File: config.mk
export PLATFORM = sky130hd
export DESIGN_NAME = register_write_arbiter
export DESIGN_NICKNAME = d
export VERILOG_FILES = /design/src/rtl/regwb_pkg.sv /design/src/rtl/regwb_fifo.sv /design/src/rtl/register_write_arbiter.sv
export SDC_FILE = /design/constraint.sdc
export NUM_CORES = 1
export LEC_CHECK = 0
export ABC_AREA = 1
export BUFFER_PORTS_ARGS = -buffer_cell sky130_fd_sc_hd__buf_2
export CAP_MARGIN = 5
export CORE_UTILIZATION = 59
export DETAILED_ROUTE_END_ITERATION = 6
export PLACE_DENSITY = 0.85
export SLEW_MARGIN = 20
export SYNTH_ARGS = -nofsm -noshare
export SYNTH_HDL_FRONTEND = slang
export SYNTH_SLANG_ARGS = --single-unit
File: constraint.sdc
create_clock -name Clk -period 10 [get_ports Clk]
set_input_delay 2.5 -clock Clk [delete_from_list [all_inputs] [get_ports Clk]]
set_output_delay 2.5 -clock Clk [all_outputs]
set_load 0.005 [all_outputs]
File: src/rtl/regwb_pkg.sv
// Shared widths, the queued-write entry type and a one-hot helper for the register write arbiter.
package regwb_pkg;

  localparam int ADDR_W   = 5;
  localparam int DATA_W   = 32;
  localparam int NUM_REGS = 32;

  typedef struct packed {
    logic [ADDR_W-1:0] idx;
    logic [DATA_W-1:0] data;
  } regwb_entry_t;

  function automatic logic [NUM_REGS-1:0] reg_onehot(input logic [ADDR_W-1:0] idx);
    reg_onehot      = '0;
    reg_onehot[idx] = 1'b1;
  endfunction

endpackage

File: src/rtl/regwb_fifo.sv
// Synchronous FIFO of pending aux register writes; exposes per-slot valid bits and
// destination indices so the arbiter can build its pending-destination mask.
module regwb_fifo import regwb_pkg::*; #(
  parameter int DEPTH = 4
) (
  input  logic                                 clk_i,
  input  logic                                 rst_i,
  input  logic                                 push_i,
  input  regwb_entry_t                         push_entry_i,
  input  logic                                 pop_i,
  output regwb_entry_t                         head_o,
  output logic [$clog2(DEPTH):0]               count_o,
  output logic                                 full_o,
  output logic                                 empty_o,
  output logic [DEPTH-1:0]                     valid_o,
  output logic [DEPTH-1:0][ADDR_W-1:0]         entry_reg_o
);

  localparam int PW = $clog2(DEPTH);
  localparam int CW = PW + 1;

  regwb_entry_t   mem_q [DEPTH];
  logic [PW-1:0]  wr_ptr_q, rd_ptr_q;
  logic [CW-1:0]  count_q, count_d;
  logic [DEPTH-1:0] vld_q, vld_d;
  logic           push_ok, pop_ok;

  assign full_o  = (count_q == CW'(DEPTH));
  assign empty_o = (count_q == '0);
  assign push_ok = push_i && !full_o;
  assign pop_ok  = pop_i && !empty_o;

  always_comb begin
    count_d = count_q;
    vld_d   = vld_q;
    if (push_ok && !pop_ok) count_d = count_q + CW'(1);
    if (pop_ok && !push_ok) count_d = count_q - CW'(1);
    // push and pop never hit the same slot: that would need empty+pop or full+push
    if (pop_ok)  vld_d[rd_ptr_q] = 1'b0;
    if (push_ok) vld_d[wr_ptr_q] = 1'b1;
  end

  always_ff @(posedge clk_i or posedge rst_i) begin
    if (rst_i) begin
      mem_q    <= '{default: '0};
      wr_ptr_q <= '0;
      rd_ptr_q <= '0;
      count_q  <= '0;
      vld_q    <= '0;
    end else begin
      if (push_ok) begin
        mem_q[wr_ptr_q] <= push_entry_i;
        wr_ptr_q        <= wr_ptr_q + PW'(1);
      end
      if (pop_ok) rd_ptr_q <= rd_ptr_q + PW'(1);
      count_q <= count_d;
      vld_q   <= vld_d;
    end
  end

  always_comb begin
    for (int i = 0; i < DEPTH; i++) entry_reg_o[i] = mem_q[i].idx;
  end

  assign head_o  = mem_q[rd_ptr_q];
  assign count_o = count_q;
  assign valid_o = vld_q;

endmodule

File: src/rtl/register_write_arbiter.sv
// Merges pipeline writebacks with buffered long-latency results onto one registered write port.
// Optional macro REGWB_AUX_BYPASS_EN lets an aux write skip an empty FIFO when the pipe is idle.
module register_write_arbiter #(
  parameter int DEPTH  = 4,
  parameter int DATA_W = 32,
  parameter int ADDR_W = 5
) (
  input  logic                    Clk,
  input  logic                    Reset,
  input  logic                    Pipe_Write,
  input  logic [ADDR_W-1:0]       Pipe_Reg,
  input  logic [DATA_W-1:0]       Pipe_Data,
  input  logic                    Aux_Valid,
  output logic                    Aux_Ready,
  input  logic [ADDR_W-1:0]       Aux_Reg,
  input  logic [DATA_W-1:0]       Aux_Data,
  output logic                    Register_Write,
  output logic [ADDR_W-1:0]       Write_Reg,
  output logic [DATA_W-1:0]       Register_Write_Data,
  output logic [31:0]             Pending_Mask,
  output logic [$clog2(DEPTH):0]  Fifo_Count
);

  import regwb_pkg::*;

  regwb_entry_t             fifo_head, push_entry;
  logic                     fifo_full, fifo_empty, fifo_push, fifo_pop;
  logic [DEPTH-1:0]         fifo_vld;
  logic [DEPTH-1:0][ADDR_W-1:0] fifo_regs;

  logic                     pipe_ok, aux_nz, bypass;
  logic                     rw_q, rw_d, is_aux_q, is_aux_d;
  logic [ADDR_W-1:0]        wreg_q, wreg_d;
  logic [DATA_W-1:0]        wdata_q, wdata_d;
  logic [NUM_REGS-1:0]      mask;

  assign push_entry = '{idx: Aux_Reg, data: Aux_Data};

  regwb_fifo #(.DEPTH(DEPTH)) u_fifo (
    .clk_i        (Clk),
    .rst_i        (Reset),
    .push_i       (fifo_push),
    .push_entry_i (push_entry),
    .pop_i        (fifo_pop),
    .head_o       (fifo_head),
    .count_o      (Fifo_Count),
    .full_o       (fifo_full),
    .empty_o      (fifo_empty),
    .valid_o      (fifo_vld),
    .entry_reg_o  (fifo_regs)
  );

  // Ready comes from registered occupancy only, so a full FIFO stays not-ready even while popping.
  assign Aux_Ready = !fifo_full;

  always_comb begin
    pipe_ok = Pipe_Write && (Pipe_Reg != '0);
    // Accepted transfers to r0 are swallowed here and never reach the FIFO.
    aux_nz  = Aux_Valid && Aux_Ready && (Aux_Reg != '0);
`ifdef REGWB_AUX_BYPASS_EN
    bypass  = aux_nz && fifo_empty && !pipe_ok;
`else
    bypass  = 1'b0;
`endif
    fifo_push = aux_nz && !bypass;
    fifo_pop  = !pipe_ok && !fifo_empty;

    rw_d     = 1'b0;
    is_aux_d = 1'b0;
    wreg_d   = wreg_q;
    wdata_d  = wdata_q;
    if (pipe_ok) begin
      rw_d    = 1'b1;
      wreg_d  = Pipe_Reg;
      wdata_d = Pipe_Data;
    end else if (!fifo_empty) begin
      rw_d     = 1'b1;
      is_aux_d = 1'b1;
      wreg_d   = fifo_head.idx;
      wdata_d  = fifo_head.data;
    end else if (bypass) begin
      rw_d     = 1'b1;
      is_aux_d = 1'b1;
      wreg_d   = Aux_Reg;
      wdata_d  = Aux_Data;
    end
  end

  always_ff @(posedge Clk or posedge Reset) begin
    if (Reset) begin
      rw_q     <= 1'b0;
      is_aux_q <= 1'b0;
      wreg_q   <= '0;
      wdata_q  <= '0;
    end else begin
      rw_q     <= rw_d;
      is_aux_q <= is_aux_d;
      wreg_q   <= wreg_d;
      wdata_q  <= wdata_d;
    end
  end

  always_comb begin
    mask = '0;
    for (int i = 0; i < DEPTH; i++) begin
      if (fifo_vld[i]) mask = mask | reg_onehot(fifo_regs[i]);
    end
    if (rw_q && is_aux_q) mask = mask | reg_onehot(wreg_q);
    mask[0] = 1'b0;
  end

  assign Pending_Mask        = mask;
  assign Register_Write      = rw_q;
  assign Write_Reg           = wreg_q;
  assign Register_Write_Data = wdata_q;

endmodule

==> run metrics <==
peak supply drop=186 uV; die area=20100 sq um; worst min-delay path category=reg2reg; Syn. warnings=0; status=finished, final reports clean; ratio of cells with drive above 1 in the final layout=0.120; synthesis-to-layout area growth=11.1%; first-pass GRT wire length=56.5 mm; vias in the first global route=11.1k; top cell family by delay on the critical path=simple AND/OR/NAND/NOR gates; post-DP HPWL=20.3 mm; Final ANT Viol Nets=0; RSZ-0062 raised after global routing=false; largest net degree at the start of global routing=123; Die Wd=142 um; hold buffer count at CTS=0; Initial Util=0.610; CP Cell Sequence=buf_2, a21boi_4, buf_4, nand3_2, nand2_1, nand2_1; clk root buf=clkbuf_16; GPL Wtd Cong=0.995; Core Region=18900 sq um; DR vias/cell=5.87; Critical Path Slowest Stage Cell=nand3_2; Seq/Total Area, Yosys=0.430; DRT iter0 DRCs=1461; CP peak stage delay=1080 ps; async set-reset flop share out of synthesis=1.00; Final setup violation count=0; gr usage total=0.358; final core utilization=0.678; total clock sinks=198; IO Pins=152; Post-Syn Instances=1666; Max Slew Vio Count=0; initial antenna violation count=1; static leakage=7.14 nW; Bufs on Longest Clock Path=2; critical path class=in2reg; GRT Residual Overflow=0; CTS tree=done; maxcap violations=0; clk_lat worst skew=440 ps; Worst-Margin Slew=1110 ps; Most used DFF post-synth=dfrtp_1; Req. time, crit path=10330 ps; CTS buffer count=17; row cnt=50; Vias=11.8k; Final Net Count=1827; total chip power=4.07 mW; most numerous cell on the critical path=nand2_1; Mapped Avg Cell Area=6.92 sq um; placed cells=1980; WL final=35.0 mm; DRT Pass-1 Iters=5; post-synthesis cell area=11500 sq um; count of cell types in the netlist=24; most common library cells after synthesis=nand2_1, nand3_1, dfrtp_1; Setup TNS Final=0 ps; final hold violations=0; Worst Path Buf+Inv=2; most numerous cell in the Yosys netlist=nand2_1; die height=142 um; final non-filler cell total=2013; Period minus WS final=4720 ps; Yosys reg bits=198; Worst Setup End Kind=flip-flop; H-Tree Depth=4; number of buffers added on ports=150; Peak Freq=212 MHz; Synth Net Count=1754; top cell type by total area after synthesis=dfrtp_1; Clock transition at path regs=80 ps; Area contributors post-synth=dfrtp_1, nand2_1, nand3_1; Post-Route Skew=15.3 ps; max_slew headroom=0.257; EDFF count, synth=0; hold slack=474 ps; Yosys top cell area share=0.430; Remaining DRCs=0; per-cell routed wire length=17.4 um; Setup crit start kind=input pin; cell area power density=318 nW/um^2; # resized after CTS=0; Final Cycle Share=0.472; worst-path fanout max=90; Worst Path Arrival=5050 ps; postcts setup bufs=0
==> registers in the layout, indices dropped and copies added, names as in the netlist <==
name	cells
u_fifo.mem_q	128
Register_Write_Data	32
u_fifo.entry_reg_o	20
Write_Reg	5
u_fifo.valid_o	4
u_fifo.count_o	3
u_fifo.rd_ptr_q	2
u_fifo.wr_ptr_q	2
Register_Write	1
is_aux_q	1
==> report_power, final <==
group          leakage (nW)  internal (mW)  total (mW)  switching, mW
Clock                 0.288          0.375       0.704          0.329
Sequential             2.46           1.17        1.45          0.276
Combinational          4.38          0.601        1.91           1.31
==> kinds of logic (layout without fill, tap and decap cells) <==
family          Yosys count  count (layout)  synth area share
xor+xnor                  3               3           0.00228
fa+ha+maj                10              10            0.0115
compound gates           63              63            0.0278
buf+inv                 296             382             0.108
simple gates           1095            1095             0.420
flops                   198             198             0.430
other cells               1               2          0.000325
==> cell usage in the layout, fill, tap and decap left out <==
master | synthesis | layout
o21ai_0 | 6 | 6
nand2_2 | 0 | 2
clkbuf_16 | 0 | 17
inv_2 | 1 | 3
buf_2 | 42 | 150
clkinv_4 | 0 | 2
bufinv_16 | 0 | 2
nor2_2 | 1 | 1
dfrtp_1 | 198 | 197
fa_1 | 1 | 1
a21oi_1 | 55 | 55
xnor2_1 | 1 | 1
dfrtp_2 | 0 | 1
nor3_1 | 10 | 9
a22oi_1 | 1 | 1
inv_1 | 184 | 181
diode_2 | 0 | 1
inv_8 | 0 | 3
ha_1 | 9 | 9
nor2_1 | 81 | 81
clkinvlp_4 | 0 | 2
nand4_1 | 149 | 149
nor3_2 | 0 | 1
a21boi_4 | 0 | 1
conb_1 | 1 | 1
nand3_1 | 263 | 259
xor2_1 | 2 | 2
buf_4 | 18 | 15
nand2_1 | 588 | 586
nand3b_1 | 3 | 3
inv_6 | 0 | 4
clkinv_2 | 0 | 3
nand3_2 | 0 | 4
==> metal layers <==
layer	global-route usage	part of all wire	up-vias
met5	0	0	-
met4	0.140	0.023	0
met3	0.0570	0.098	77
met2	0.575	0.47	733
met1	0.487	0.41	5473
li1	-	-	5537
==> area by class of cell <==
type                            count  area [sq um]
Clock buffer                       17           425
Sequential cell                   198          4960
Multi-Input combinational cell   1172          5360
Clock inverter                     15           165
Tap cell                          260           325
Inverter                          185           702
Antenna cell                        1          2.50
Timing Repair Buffer              165           863
Fill cell                        1640          6090
==> worst register-to-register path: stages, from the launching register on <==
cell	delay [ps]
dfrtp_1	420
nor2_2	90
a21boi_4	140
buf_4	730
nand3_2	1150
nand2_1	350
nand2_1	70
==> path summary, 6_finish.rpt <==
check / startpoint / end / slack [ps] / cells after the start
worst min register to register: u_fifo.mem_q[137] / u_fifo.mem_q[137] / 470 / 2
max in group asynchronous: Reset / Write_Reg[3] / 6240 / 3
worst max-delay path: Aux_Valid / u_fifo.entry_reg_o[15] / 5280 / 6
worst max register to register: u_fifo.count_o[0] / u_fifo.entry_reg_o[15] / 6940 / 6
min in group asynchronous: Reset / u_fifo.mem_q[134] / 2240 / 2
worst min-delay path: u_fifo.mem_q[137] / u_fifo.mem_q[137] / 470 / 2
==> per-stage QoR <==
step                      instance area, sq um  setup WS, ps
after floorplan                          11500          2100
after global placement                   12200          5030
after detailed placement                 12200          4960
after CTS                                12800          5250
after global routing                     12800          5140
final                                    12800          5280
Power figures use the tool's default switching activity.
